$ cat src/rtl/instr_feeder_if.sv
// Bus between the instruction feeder and its host/processor: loader strobes,
// run/done handshake and status outputs.
interface instr_feeder_if #(
  parameter int unsigned AW = 4
);
  logic          start;
  logic          prog_we;
  logic [AW-1:0] prog_addr;
  logic [8:0]    prog_data;
  logic          done;
  logic [8:0]    din;
  logic          run;
  logic          busy;
  logic          halted;
  logic [AW-1:0] pc;
  logic          error;

  modport master (
    input  start, prog_we, prog_addr, prog_data, done,
    output din, run, busy, halted, pc, error
  );

  modport slave (
    output start, prog_we, prog_addr, prog_data, done,
    input  din, run, busy, halted, pc, error
  );
endinterface

$ cat src/rtl/instr_feeder.sv
// Program sequencer driving a processor's din/run from a loadable 9-bit program memory.
// Optional done-watchdog compiled in with INSTR_FEEDER_WATCHDOG_EN.
module instr_feeder #(
  parameter int unsigned DEPTH   = 16,
  parameter int unsigned AW      = 4,
  parameter int unsigned TIMEOUT = 15
) (
  input logic            clk,
  input logic            resetn,
  instr_feeder_if.master bus
);

  typedef enum logic [2:0] {StIdle, StCheck, StIssue, StImm, StWait, StHalt} state_e;

  localparam logic [2:0] OpMvi  = 3'b001;
  localparam logic [2:0] OpHalt = 3'b111;

  if (DEPTH != (1 << AW) || TIMEOUT == 0) begin : g_param_check
    $error("instr_feeder: DEPTH must equal 2**AW and TIMEOUT must be nonzero");
  end

  state_e        state_q, state_d;
  logic [AW-1:0] pc_q, pc_d;
  logic [8:0]    din_q, din_d;
  logic          halted_q, halted_d;
  logic [8:0]    mem_q [DEPTH];

  logic          busy, start_ok, timeout;
  logic [8:0]    cur_word, nxt_word;
  logic          is_mvi, is_halt;
  logic [AW:0]   pc_sum;

  assign busy     = state_q inside {StCheck, StIssue, StImm, StWait};
  assign start_ok = bus.start && (state_q == StIdle || state_q == StHalt);
  assign cur_word = mem_q[pc_q];
  assign nxt_word = mem_q[pc_q + AW'(1)];
  assign is_mvi   = cur_word[8:6] == OpMvi;
  assign is_halt  = cur_word[8:6] == OpHalt;
  // Extra top bit flags a pc that runs past the last word.
  assign pc_sum   = {1'b0, pc_q} + (is_mvi ? (AW+1)'(2) : (AW+1)'(1));

  always_comb begin
    state_d  = state_q;
    pc_d     = pc_q;
    din_d    = 9'h000;
    halted_d = halted_q;
    unique case (state_q)
      StIdle, StHalt: begin
        if (bus.start) begin
          state_d  = StCheck;
          pc_d     = '0;
          halted_d = 1'b0;
        end
      end
      StCheck: begin
        if (is_halt || (is_mvi && pc_q == AW'(DEPTH - 1))) begin
          state_d  = StHalt;
          halted_d = 1'b1;
        end else begin
          state_d = StIssue;
          din_d   = cur_word;
        end
      end
      StIssue: begin
        if (is_mvi) begin
          state_d = StImm;
          din_d   = nxt_word;
        end else begin
          state_d = StWait;
        end
      end
      StImm, StWait: begin
        din_d = din_q;
        if (bus.done) begin
          din_d   = 9'h000;
          pc_d    = pc_sum[AW-1:0];
          state_d = pc_sum[AW] ? StHalt : StCheck;
          if (pc_sum[AW]) halted_d = 1'b1;
        end else if (timeout) begin
          din_d    = 9'h000;
          state_d  = StHalt;
          halted_d = 1'b1;
        end
      end
      default: state_d = StIdle;
    endcase
  end

  always_ff @(posedge clk) begin
    if (resetn) begin
      state_q  <= StIdle;
      pc_q     <= '0;
      din_q    <= 9'h000;
      halted_q <= 1'b0;
    end else begin
      state_q  <= state_d;
      pc_q     <= pc_d;
      din_q    <= din_d;
      halted_q <= halted_d;
    end
  end

  // Program memory is not reset; loads are only accepted while idle or halted.
  always_ff @(posedge clk) begin
    if (bus.prog_we && !busy) begin
      mem_q[bus.prog_addr] <= bus.prog_data;
    end
  end

`ifdef INSTR_FEEDER_WATCHDOG_EN
  localparam int unsigned WdW = $clog2(TIMEOUT + 1);

  logic [WdW-1:0] wd_q, wd_d;
  logic           error_q, error_d;

  assign timeout = (state_q inside {StImm, StWait}) && !bus.done &&
                   (wd_q == WdW'(TIMEOUT - 1));

  always_comb begin
    wd_d    = wd_q;
    error_d = error_q;
    if (state_q == StIssue) begin
      wd_d = '0;
    end else if (state_q inside {StImm, StWait}) begin
      wd_d = wd_q + WdW'(1);
    end
    if (start_ok) begin
      error_d = 1'b0;
    end else if (timeout) begin
      error_d = 1'b1;
    end
  end

  always_ff @(posedge clk) begin
    if (resetn) begin
      wd_q    <= '0;
      error_q <= 1'b0;
    end else begin
      wd_q    <= wd_d;
      error_q <= error_d;
    end
  end

  assign bus.error = error_q;
`else
  logic unused_start_ok;
  assign unused_start_ok = start_ok;
  assign timeout         = 1'b0;
  assign bus.error       = 1'b0;
`endif

  assign bus.din    = din_q;
  assign bus.run    = state_q inside {StIssue, StImm, StWait};
  assign bus.busy   = busy;
  assign bus.halted = halted_q;
  assign bus.pc     = pc_q;

endmodule

$ cat src/flat_wrapper.sv
// flat-port wrapper written by rule: the top's interface ports become plain ports
module instr_feeder_flat 
#(
  parameter int unsigned DEPTH   = 16,
  parameter int unsigned AW      = 4,
  parameter int unsigned TIMEOUT = 15
)
  (clk, resetn, bus_start, bus_prog_we, bus_prog_addr, bus_prog_data, bus_done, bus_din, bus_run, bus_busy, bus_halted, bus_pc, bus_error);
  instr_feeder_if #(.AW(AW)) bus_i ();
  input logic clk;
  input logic resetn;
  input wire logic [$bits(bus_i.start)-1:0] bus_start;
  input wire logic [$bits(bus_i.prog_we)-1:0] bus_prog_we;
  input wire logic [$bits(bus_i.prog_addr)-1:0] bus_prog_addr;
  input wire logic [$bits(bus_i.prog_data)-1:0] bus_prog_data;
  input wire logic [$bits(bus_i.done)-1:0] bus_done;
  output wire logic [$bits(bus_i.din)-1:0] bus_din;
  output wire logic [$bits(bus_i.run)-1:0] bus_run;
  output wire logic [$bits(bus_i.busy)-1:0] bus_busy;
  output wire logic [$bits(bus_i.halted)-1:0] bus_halted;
  output wire logic [$bits(bus_i.pc)-1:0] bus_pc;
  output wire logic [$bits(bus_i.error)-1:0] bus_error;
  assign bus_i.start = bus_start;
  assign bus_i.prog_we = bus_prog_we;
  assign bus_i.prog_addr = bus_prog_addr;
  assign bus_i.prog_data = bus_prog_data;
  assign bus_i.done = bus_done;
  assign bus_din = bus_i.din;
  assign bus_run = bus_i.run;
  assign bus_busy = bus_i.busy;
  assign bus_halted = bus_i.halted;
  assign bus_pc = bus_i.pc;
  assign bus_error = bus_i.error;
  instr_feeder #(.DEPTH(DEPTH), .AW(AW), .TIMEOUT(TIMEOUT)) u_core (.clk(clk), .resetn(resetn), .bus(bus_i));
endmodule
$ cat config.mk
export PLATFORM = sky130hd
export DESIGN_NAME = instr_feeder_flat
export DESIGN_NICKNAME = d
export VERILOG_FILES = /design/src/rtl/instr_feeder_if.sv /design/src/rtl/instr_feeder.sv /design/src/flat_wrapper.sv
export SDC_FILE = /design/constraint.sdc
export NUM_CORES = 1
export LEC_CHECK = 0
export CAP_MARGIN = 20
export CORE_ASPECT_RATIO = 2
export CORE_UTILIZATION = 51
export CTS_CLUSTER_DIAMETER = 60
export DETAILED_ROUTE_END_ITERATION = 10
export GPL_TIMING_DRIVEN = 1
export PLACE_DENSITY = 0.69
export SYNTH_ARGS = -nofsm -noshare
export SYNTH_HDL_FRONTEND = slang
export SYNTH_SLANG_ARGS = --single-unit
export TNS_END_PERCENT = 5
$ cat constraint.sdc
create_clock -name clk -period 6.15 [get_ports clk]
set_clock_uncertainty 0.05 [all_clocks]
set_input_delay 0.615 -clock clk [delete_from_list [all_inputs] [get_ports clk]]
set_output_delay 0.615 -clock clk [all_outputs]
set_load 0.03 [all_outputs]
==> results of run 1 <==
layout make-up:
class                      count  share of cell area
clock inverter                12              0.0220
timing repair buffer          57              0.0576
multi-input combinational    248               0.317
inverter                      11             0.00454
tap                          195              0.0269
clock buffer                  20              0.0492
sequential                   165               0.523
cell usage after synthesis, drive strengths merged, types with 2 or more instances:
cell | n | area (um2)
ha | 3 | 37.5
mux4 | 78 | 1760
xor2 | 2 | 17.5
a21oi | 17 | 85.1
inv | 11 | 41.3
nor3b | 2 | 15.0
clkbuf | 13 | 48.8
dfxtp | 21 | 420
o21ai | 14 | 70.1
nand4 | 2 | 12.5
edfxtp | 144 | 4320
xnor2 | 4 | 35.0
mux2i | 10 | 100
buf | 15 | 78.8
nor2b | 14 | 87.6
nand3 | 5 | 37.5
a22oi | 12 | 90.1
or2 | 3 | 18.8
and3 | 2 | 12.5
nor3 | 6 | 30.0
nor2 | 25 | 109
a31oi | 4 | 25.0
a22o | 4 | 35.0
a211oi | 9 | 67.6
or3 | 3 | 18.8
nand2 | 12 | 45.0
nand2b | 5 | 31.3
layer usage:
metal | track usage | vias to the layer above
met4 | 0.164 | 0
met1 | 0.302 | 2394
li1 | - | 1966
met2 | 0.495 | 184
met3 | 0.0608 | 64
met5 | 0 | -
cells by family (layout without fill, tap and decap cells):
| group | count (synthesis) | after routing | share of synthesized area |
|---|---|---|---|
| mux | 88 | 88 | 0.239 |
| xor+xnor | 6 | 6 | 0.00677 |
| compound gates | 65 | 65 | 0.0548 |
| simple gates | 84 | 84 | 0.0595 |
| flops | 165 | 165 | 0.611 |
| other cells | 1 | 1 | 0.000483 |
| buf+inv | 39 | 100 | 0.0218 |
| fa+ha+maj | 4 | 4 | 0.00629 |
power by group through the flow:
| stage | Sequential (mW) | Clock (mW) | Combinational, mW |
|---|---|---|---|
| 6_report | 1.29 | 1.16 | 0.370 |
| 5_1_grt | 1.29 | 1.21 | 0.394 |
| 4_1_cts | 1.29 | 1.17 | 0.358 |
| 3_5_place_dp | 1.32 | 0 | 0.357 |
| 3_3_place_gp | 1.31 | 0 | 0.349 |
| 2_1_floorplan | 1.31 | 0 | 0.234 |
how the worst max path moves through the flow:
stage,startpoint,end,slack [ps],cells past startpoint
2_1_floorplan,u_core.bus.pc[1],u_core.bus.din[0],3380,9
3_3_place_gp,flop,u_core.bus.halted,2580,10
3_5_place_dp,flop,u_core.bus.halted,2520,10
4_1_cts,flop,u_core.bus.halted,2520,10
5_1_grt,u_core.bus.pc[1],u_core.bus.din[8],2670,8
6_report,u_core.bus.pc[1],u_core.bus.din[8],2850,8
flip-flops by register name (all words and copies together) (netlist names), named ones only:
name and count:
u_core.mem_q 144, u_core.state_q 3, u_core.bus.din 9, u_core.bus.pc 4, u_core.bus.halted 1
through the flow:
step | utilization | power (mW) | setup WS (ps) | hold slack (ps) | cell area [um2]
2_1_floorplan | - | 1.54 | 3380 | 624 | 7760
3_3_place_gp | 0.568 | 1.66 | 2580 | 430 | 8420
3_5_place_dp | 0.568 | 1.67 | 2520 | 434 | 8420
4_1_cts | 0.612 | 2.82 | 2520 | 450 | 9060
5_1_grt | 0.613 | 2.89 | 2670 | 480 | 9080
6_report | 0.613 | 2.82 | 2850 | 438 | 9080
worst max-delay path, stage by stage (launching register included):
cell and delay (ps):
dfxtp_1 400, ha_1 990, buf_4 440, mux4_2 530
nor2b_1 150, a211oi_1 220, a21oi_1 110, a22oi_1 170
o21ai_0 120
==> results.toml, run 1 <==
[power_and_ir_drop]
peakVddDrop_uv = 316
p_leak_nw = 2.87
power_frac_comb = 0.131
power-per-cell-area_nw_per_um2 = 310
intPower_mw = 2.15
swShare = 0.239
power.share.clock = 0.413
p_sw_uw = 673
power_frac_seq = 0.456

[final_layout]
drive_above_1_share = 0.292
regArea_um2 = 4750
mostFrequentLayoutCell = "edfxtp_1"
nets = 521
syn2layout_area_growth_pct = 17.0
antenna_cells = 0
multi_input_area_um2 = 2880
n_fill_cell = 1136
fin_cells = 708
layout_common_cells = "edfxtp_1 (144), mux4_2 (78), clkdlybuf4s50_1 (33)"

[drt]
drt-met1-wl_um = 6980
wl_met2_um = 11300
num_vias = 4608
dr.pass1.iters = 4
drt_iter0_drc = 397
drtAntennaViolNets = 0
wire_per_inst_um = 28.8
highest_layer = "met4"
dr_wl_met3_um = 1020
totalWireLength_um = 20400
drc_errors = 0
via_per_inst = 6.51

[hold_path]
hold_depth = 1
hold_end = "u_core.bus.halted"
hp-class = "flop to flop"
hold_start = "u_core.bus.halted"

[worst_setup_path]
worstReg2RegStart = "u_core.bus.pc[1]"
crit_arrival_ps = 3540
r2r_cells = 8
criticalPathCategory = "flop to flop"
r2r_end = "u_core.bus.din[8]"
worstPathRequired_ps = 6390
cp_max_fo = 21
start_kind = "flop"
critPathCaptureType = "flop"
r2r_slack_ps = 2850

[floorplan]
rows = 63
fp.dieArea_um2 = 15700
fp.dieH_um = 176
start_util = 0.524
ios = 35
coreArea_um2 = 14800
die_w_um = 89.2

[global_route]
grt_pass1_vias = 4915
grt_pass1_wl_um = 29700
grt-ovfl-total = 0
grt_max_degree = 41
grt_usage = 0.282
antenna_found_initial = 0

[synth]
synth-edff-count = 144
syn-num-nets = 473
async_flop_share = 0
avgSynthCellArea_um2 = 17.2
syn_area_um2 = 7760
synth-main-ff-cell = "edfxtp_1"
ys_types = 46
syn_inst = 452
yosysSeqAreaShare = 0.611
ys.warnings.count = 0
ys_ff_latch = 165

[timing]
fmax_ghz = 0.303
setup_total_negative_slack_ps = 0
finalCritPeriodShare = 0.537
period_needed_ps = 3300
hold_viol_final = 0
maxSlewViolCount = 0
tightest_slew_ps = 1010
slew_headroom = 0.326
setup_viol = 0
rsz0062_at_grt = "false"

[placement]
numPlacedInstances = 675
gp_routability_congestion = 0.796
dp_hpwl_um = 13300
port_buffers = 33

[run]
maxCapViolations = 0

[clocking]
ctsResizeCount = 0
cts_buffers = 17
cts_hold_buf = 0
cts_num_sinks = 165
clkSlewWorstSetupHoldPaths_ps = 70
cts_root_buf = "clkbuf_16"
cts_tree = "built"
worstSkewPairLatency_ps = 420
post-cts-setup-buffers = 0
h-tree-depth = 4
clock_path_buffers = 2

[outcome]
status = "complete, no violations"
Power figures use the tool's default switching activity.
==> inputs of run 2 (changes only) <==
Settings changed: PLACE_DENSITY 0.69 to 0.72.
Clock period 6.15 ns to 2.8 ns, I/O delays scaled along.
==> run 2 against run 1 <==
Net effect:
- non-clock buffer count increased by 18
- sequential power is 120% higher
- critical endpoint is now u_core.bus.halted
- utilization increased by 1.0 points
- largest cell class unchanged
==> results.toml, run 2 (synthesis results as in run 1) <==
[outcome]
status = "complete, no violations"

[final_layout]
regArea_um2 = 4750
nets = 539
fin_cells = 726
largest_register = "u_core.mem_q"
antenna_cells = 0
largest_reg_flops = 144
layout_common_cells = "edfxtp_1 (144), mux4_2 (78), buf_4 (37)"
drive_above_1_share = 0.316
mostFrequentLayoutCell = "edfxtp_1"
n_fill_cell = 1105
syn2layout_area_growth_pct = 19.0
multi_input_area_um2 = 2870
final_area_um2 = 9240

[worst_setup_path]
worstPathRequired_ps = 3070
slowest_stage = "mux4_2"
critPathBufInv = 2
start_kind = "flop"
cp_slowest_stage_delay_ps = 500
critical-path-top-delay-family = "simple AND/OR/NAND/NOR gates"
cp_max_fo = 10
crit_arrival_ps = 3030
criticalPathCategory = "flop to flop"
cp_cell_sequence = "buf_12 -> buf_6 -> mux4_2 -> a22oi_1 -> nand2_2 -> nand3_4 -> xnor2_1 -> ha_1 -> nand3_1 -> o21ai_1 -> or2_2 -> a32o_1"
critPathCaptureType = "flop"

[drt]
via_per_inst = 6.48
drtAntennaViolNets = 0
drc_errors = 0
wire_per_inst_um = 26.4
totalWireLength_um = 19200
num_vias = 4702
drt_iter0_drc = 520
dr.pass1.iters = 5

[timing]
hold_viol_final = 0
fmax_ghz = 0.362
tightest_slew_ps = 1030
rsz0062_at_grt = "true"
period_needed_ps = 2760
finalCritPeriodShare = 0.986
slew_headroom = 0.307
maxSlewViolCount = 0
setup_viol = 0

[placement]
gp_routability_congestion = 0.804
numPlacedInstances = 693
place_area_um2 = 8580
dp_hpwl_um = 12800
port_buffers = 33

[clocking]
cts_root_buf = "clkbuf_16"
clkSlewWorstSetupHoldPaths_ps = 70
worstSkewPairLatency_ps = 430
h-tree-depth = 4
cts_buffers = 17
clock_path_buffers = 2
cts_tree = "built"
cts_num_sinks = 165
cts_hold_buf = 0

[global_route]
antenna_found_initial = 0
grt_max_degree = 37
grt_pass1_wl_um = 28200
grt-ovfl-total = 0
grt_pass1_vias = 5034
grt_usage = 0.265

[floorplan]
fp.dieH_um = 176
ios = 35
rows = 63
start_util = 0.524
die_w_um = 89.2
fp.dieArea_um2 = 15700
coreArea_um2 = 14800

[power_and_ir_drop]
power-per-cell-area_nw_per_um2 = 668
finalPower_mw = 6.17
p_leak_nw = 2.97
peakVddDrop_uv = 546

[run]
maxCapViolations = 0

[hold_path]
hp-class = "flop to flop"
run 2: changes by cell type in the layout (fill, tap and decap cells not counted), sizes merged:
cell	delta
clkinvlp	-2
clkbuf	-2
inv	+1
bufinv	-1
clkinv	+4
buf	+18
run 2: final timing paths:
| check | start | to | slack, ps | depth (start not counted) |
|---|---|---|---|---|
| setup / recovery | flop | u_core.bus.halted | 40 | 12 |
| hold / removal | u_core.bus.din[1] | u_core.bus.din[1] | 460 | 2 |
| setup reg to reg | flop | u_core.bus.halted | 40 | 12 |
| hold reg to reg | u_core.bus.din[1] | u_core.bus.din[1] | 460 | 2 |
run 2: power breakdown:
group          leakage, nW  total [mW]  internal, mW  switching [mW]
clock network        0.312        2.50          1.53           0.976
registers             1.47        2.79          2.75          0.0456
logic                 1.19       0.871         0.389           0.482
run 2: area by class of cell:
cell class                      instances  share of cell area
Timing Repair Buffer                   75              0.0757
Clock buffer                           18              0.0475
Clock inverter                         14              0.0218
Tap cell                              195              0.0264
Multi-Input combinational cell        248               0.310
Inverter                               11             0.00447
Sequential cell                       165               0.514
run 2: timing repair:
| action | 4_1_cts | 5_1_grt |
|---|---|---|
| pin swaps | 2 | 4 |
| gates resized for setup | 1 | 5 |
| endpoints found under the setup margin | 1 | 9 |
| buffers inserted | 1 | 0 |
| gates cloned | 0 | 0 |
run 2: tightest hold or removal path, cell delays in order (launching register included):
cell and delay (ps):
dfxtp_1 330, a22oi_1 80, o21ai_0 60
run 2: per-layer routing:
layer  share of wire  global-route usage  up-vias
met5               0                   0        -
met4           0.075               0.203        0
met3           0.059              0.0500       89
met1            0.32               0.273     2356
met2            0.54               0.456      254
li1                -                   -     2003
run 2: per-stage QoR:
step	hold slack [ps]	setup WS (ps)	utilization	setup TNS (ps)
floorplan	329	31.5	-	0
global route	497	-87.3	0.623	-216
finish	455	40.1	0.623	0
detailed placement	445	-5.66	0.579	-5.66
CTS	467	11.8	0.623	0
global placement	430	54.9	0.579	0
==> inputs of run 3 (changes only) <==
Settings changed: CTS_CLUSTER_DIAMETER 60 to unset, MAX_ROUTING_LAYER set to met4.
==> run 3 against run 2 <==
Net effect:
- sequential cell count did not move
- worst hold slack improved by 0.84 ps
- utilization rose by 0.31 points
- largest cell class unchanged
- highest routed layer unchanged
==> results.toml, run 3 (synthesis results as in run 1) <==
[timing]
maxSlewViolCount = 0
rsz0062_at_grt = "true"
slew_headroom = 0.301
period_needed_ps = 2730
finalCritPeriodShare = 0.973
hold_slack_ps = 456
hold_viol_final = 0
setup_viol = 0
fmax_ghz = 0.367
tightest_slew_ps = 1040

[worst_setup_path]
slowest_stage = "mux4_2"
crit_arrival_ps = 3000
criticalPathCategory = "flop to flop"
worstPathRequired_ps = 3070
start_kind = "flop"
critPathCaptureType = "flop"
cp_cell_sequence = "buf_12 -> mux4_2 -> a22o_1 -> nor2_4 -> nand3_4 -> ha_4 -> ha_1 -> nand3_1 -> o21ai_2 -> or2_2 -> a32o_1"
cp_max_fo = 5
cp_slowest_stage_delay_ps = 490

[drt]
dr.pass1.iters = 5
drc_errors = 0
totalWireLength_um = 19300
num_vias = 4722
drtAntennaViolNets = 0
wire_per_inst_um = 26.5
drt_iter0_drc = 485
via_per_inst = 6.50

[floorplan]
ios = 35
fp.dieArea_um2 = 15700
coreArea_um2 = 14800
rows = 63
fp.dieH_um = 176
die_w_um = 89.2
start_util = 0.524

[hold_path]
hold_start = "u_core.bus.din[1]"
hp-class = "flop to flop"

[global_route]
antenna_found_initial = 0
grt_usage = 0.272
grt_pass1_vias = 5057
grt-ovfl-total = 0
grt_max_degree = 37
grt_pass1_wl_um = 28200

[clocking]
cts_root_buf = "clkbuf_16"
h-tree-depth = 4
cts_buffers = 17
worstSkewPairLatency_ps = 430
cts_num_sinks = 165
clock_path_buffers = 2
clkSlewWorstSetupHoldPaths_ps = 70
cts_tree = "built"

[final_layout]
drive_above_1_share = 0.321
nets = 540
syn2layout_area_growth_pct = 19.6
largest_reg_flops = 144
largest_register = "u_core.mem_q"
post-route-util = 0.627
antenna_cells = 0
mostFrequentLayoutCell = "edfxtp_1"
layout_common_cells = "edfxtp_1 (144), mux4_2 (78), buf_4 (37)"

[power_and_ir_drop]
peakVddDrop_uv = 545
p_leak_nw = 2.99
power-per-cell-area_nw_per_um2 = 666

[run]
maxCapViolations = 0

[placement]
port_buffers = 33
dp_hpwl_um = 12800
gp_routability_congestion = 0.816

[outcome]
status = "complete, no violations"
## run 3: cell count changes in the layout (fill, tap and decap cells not counted), sizes merged
cell    previous run  this run
clkbuf            18        19
## run 3: path summary, 6_finish.rpt
| kind | depth (start not counted) | slack [ps] | endpoint |
|---|---|---|---|
| setup reg to reg | 11 | 70 | u_core.bus.halted |
| hold / removal | 2 | 460 | u_core.bus.din[1] |
| hold reg to reg | 2 | 460 | u_core.bus.din[1] |
| setup / recovery | 11 | 70 | u_core.bus.halted |
## run 3: cell type report
class | count | area (um2)
clock buffer | 18 | 439
clock inverter | 14 | 201
fill | 1100 | 5530
inverter | 11 | 41.3
multi-input combinational | 248 | 2880
sequential | 165 | 4750
tap | 195 | 244
timing repair buffer | 76 | 724
## run 3: per-stage QoR
step	power (mW)	instance area [um2]	TNS [ps]	worst slack, ps	cells
final	6.19	9290	0	74.2	727
after global routing	6.37	9290	-13.3	-13.3	727
after CTS	6.19	9230	0	11.8	726
after detailed placement	3.71	8580	-5.66	-5.66	693
after global placement	3.69	8580	0	54.9	693
after floorplan	3.38	7760	0	31.5	452
## run 3: per-layer routing
metal | track usage | vias to the layer above | wire length [um]
met3 | 0.0556 | 86 | 1130
met1 | 0.272 | 2388 | 6150
li1 | - | 2006 | -
met5 | - | - | 0
met2 | 0.454 | 242 | 10600
met4 | 0.201 | 0 | 1420
## run 3: report_power, final
group          switching, mW  internal, mW  total [mW]  leakage (nW)
registers             0.0466          2.75        2.79          1.47
logic                  0.484         0.396       0.881          1.21
clock network          0.982          1.53        2.51         0.312
total                   1.51          4.67        6.19          2.99
## run 3: critical path, delay by kind of cell (launching register included)
family / cells / cell delay [ps]
multiplexers: 1 / 490
AO/OA/AOI/OAI: 3 / 590
flip-flops: 1 / 380
buffers and inverters: 1 / 120
AND/OR/NAND/NOR: 4 / 600
adder cells (fa/ha/maj): 2 / 380
## run 3: repair_timing
| action | 4_1_cts | 5_1_grt |
|---|---|---|
| hold buffers | 0 | 0 |
| resized for setup | 1 | 9 |
| cloned | 0 | 1 |
| endpoints found under the setup margin | 1 | 6 |
| setup buffers | 1 | 0 |
| pin swaps | 2 | 5 |
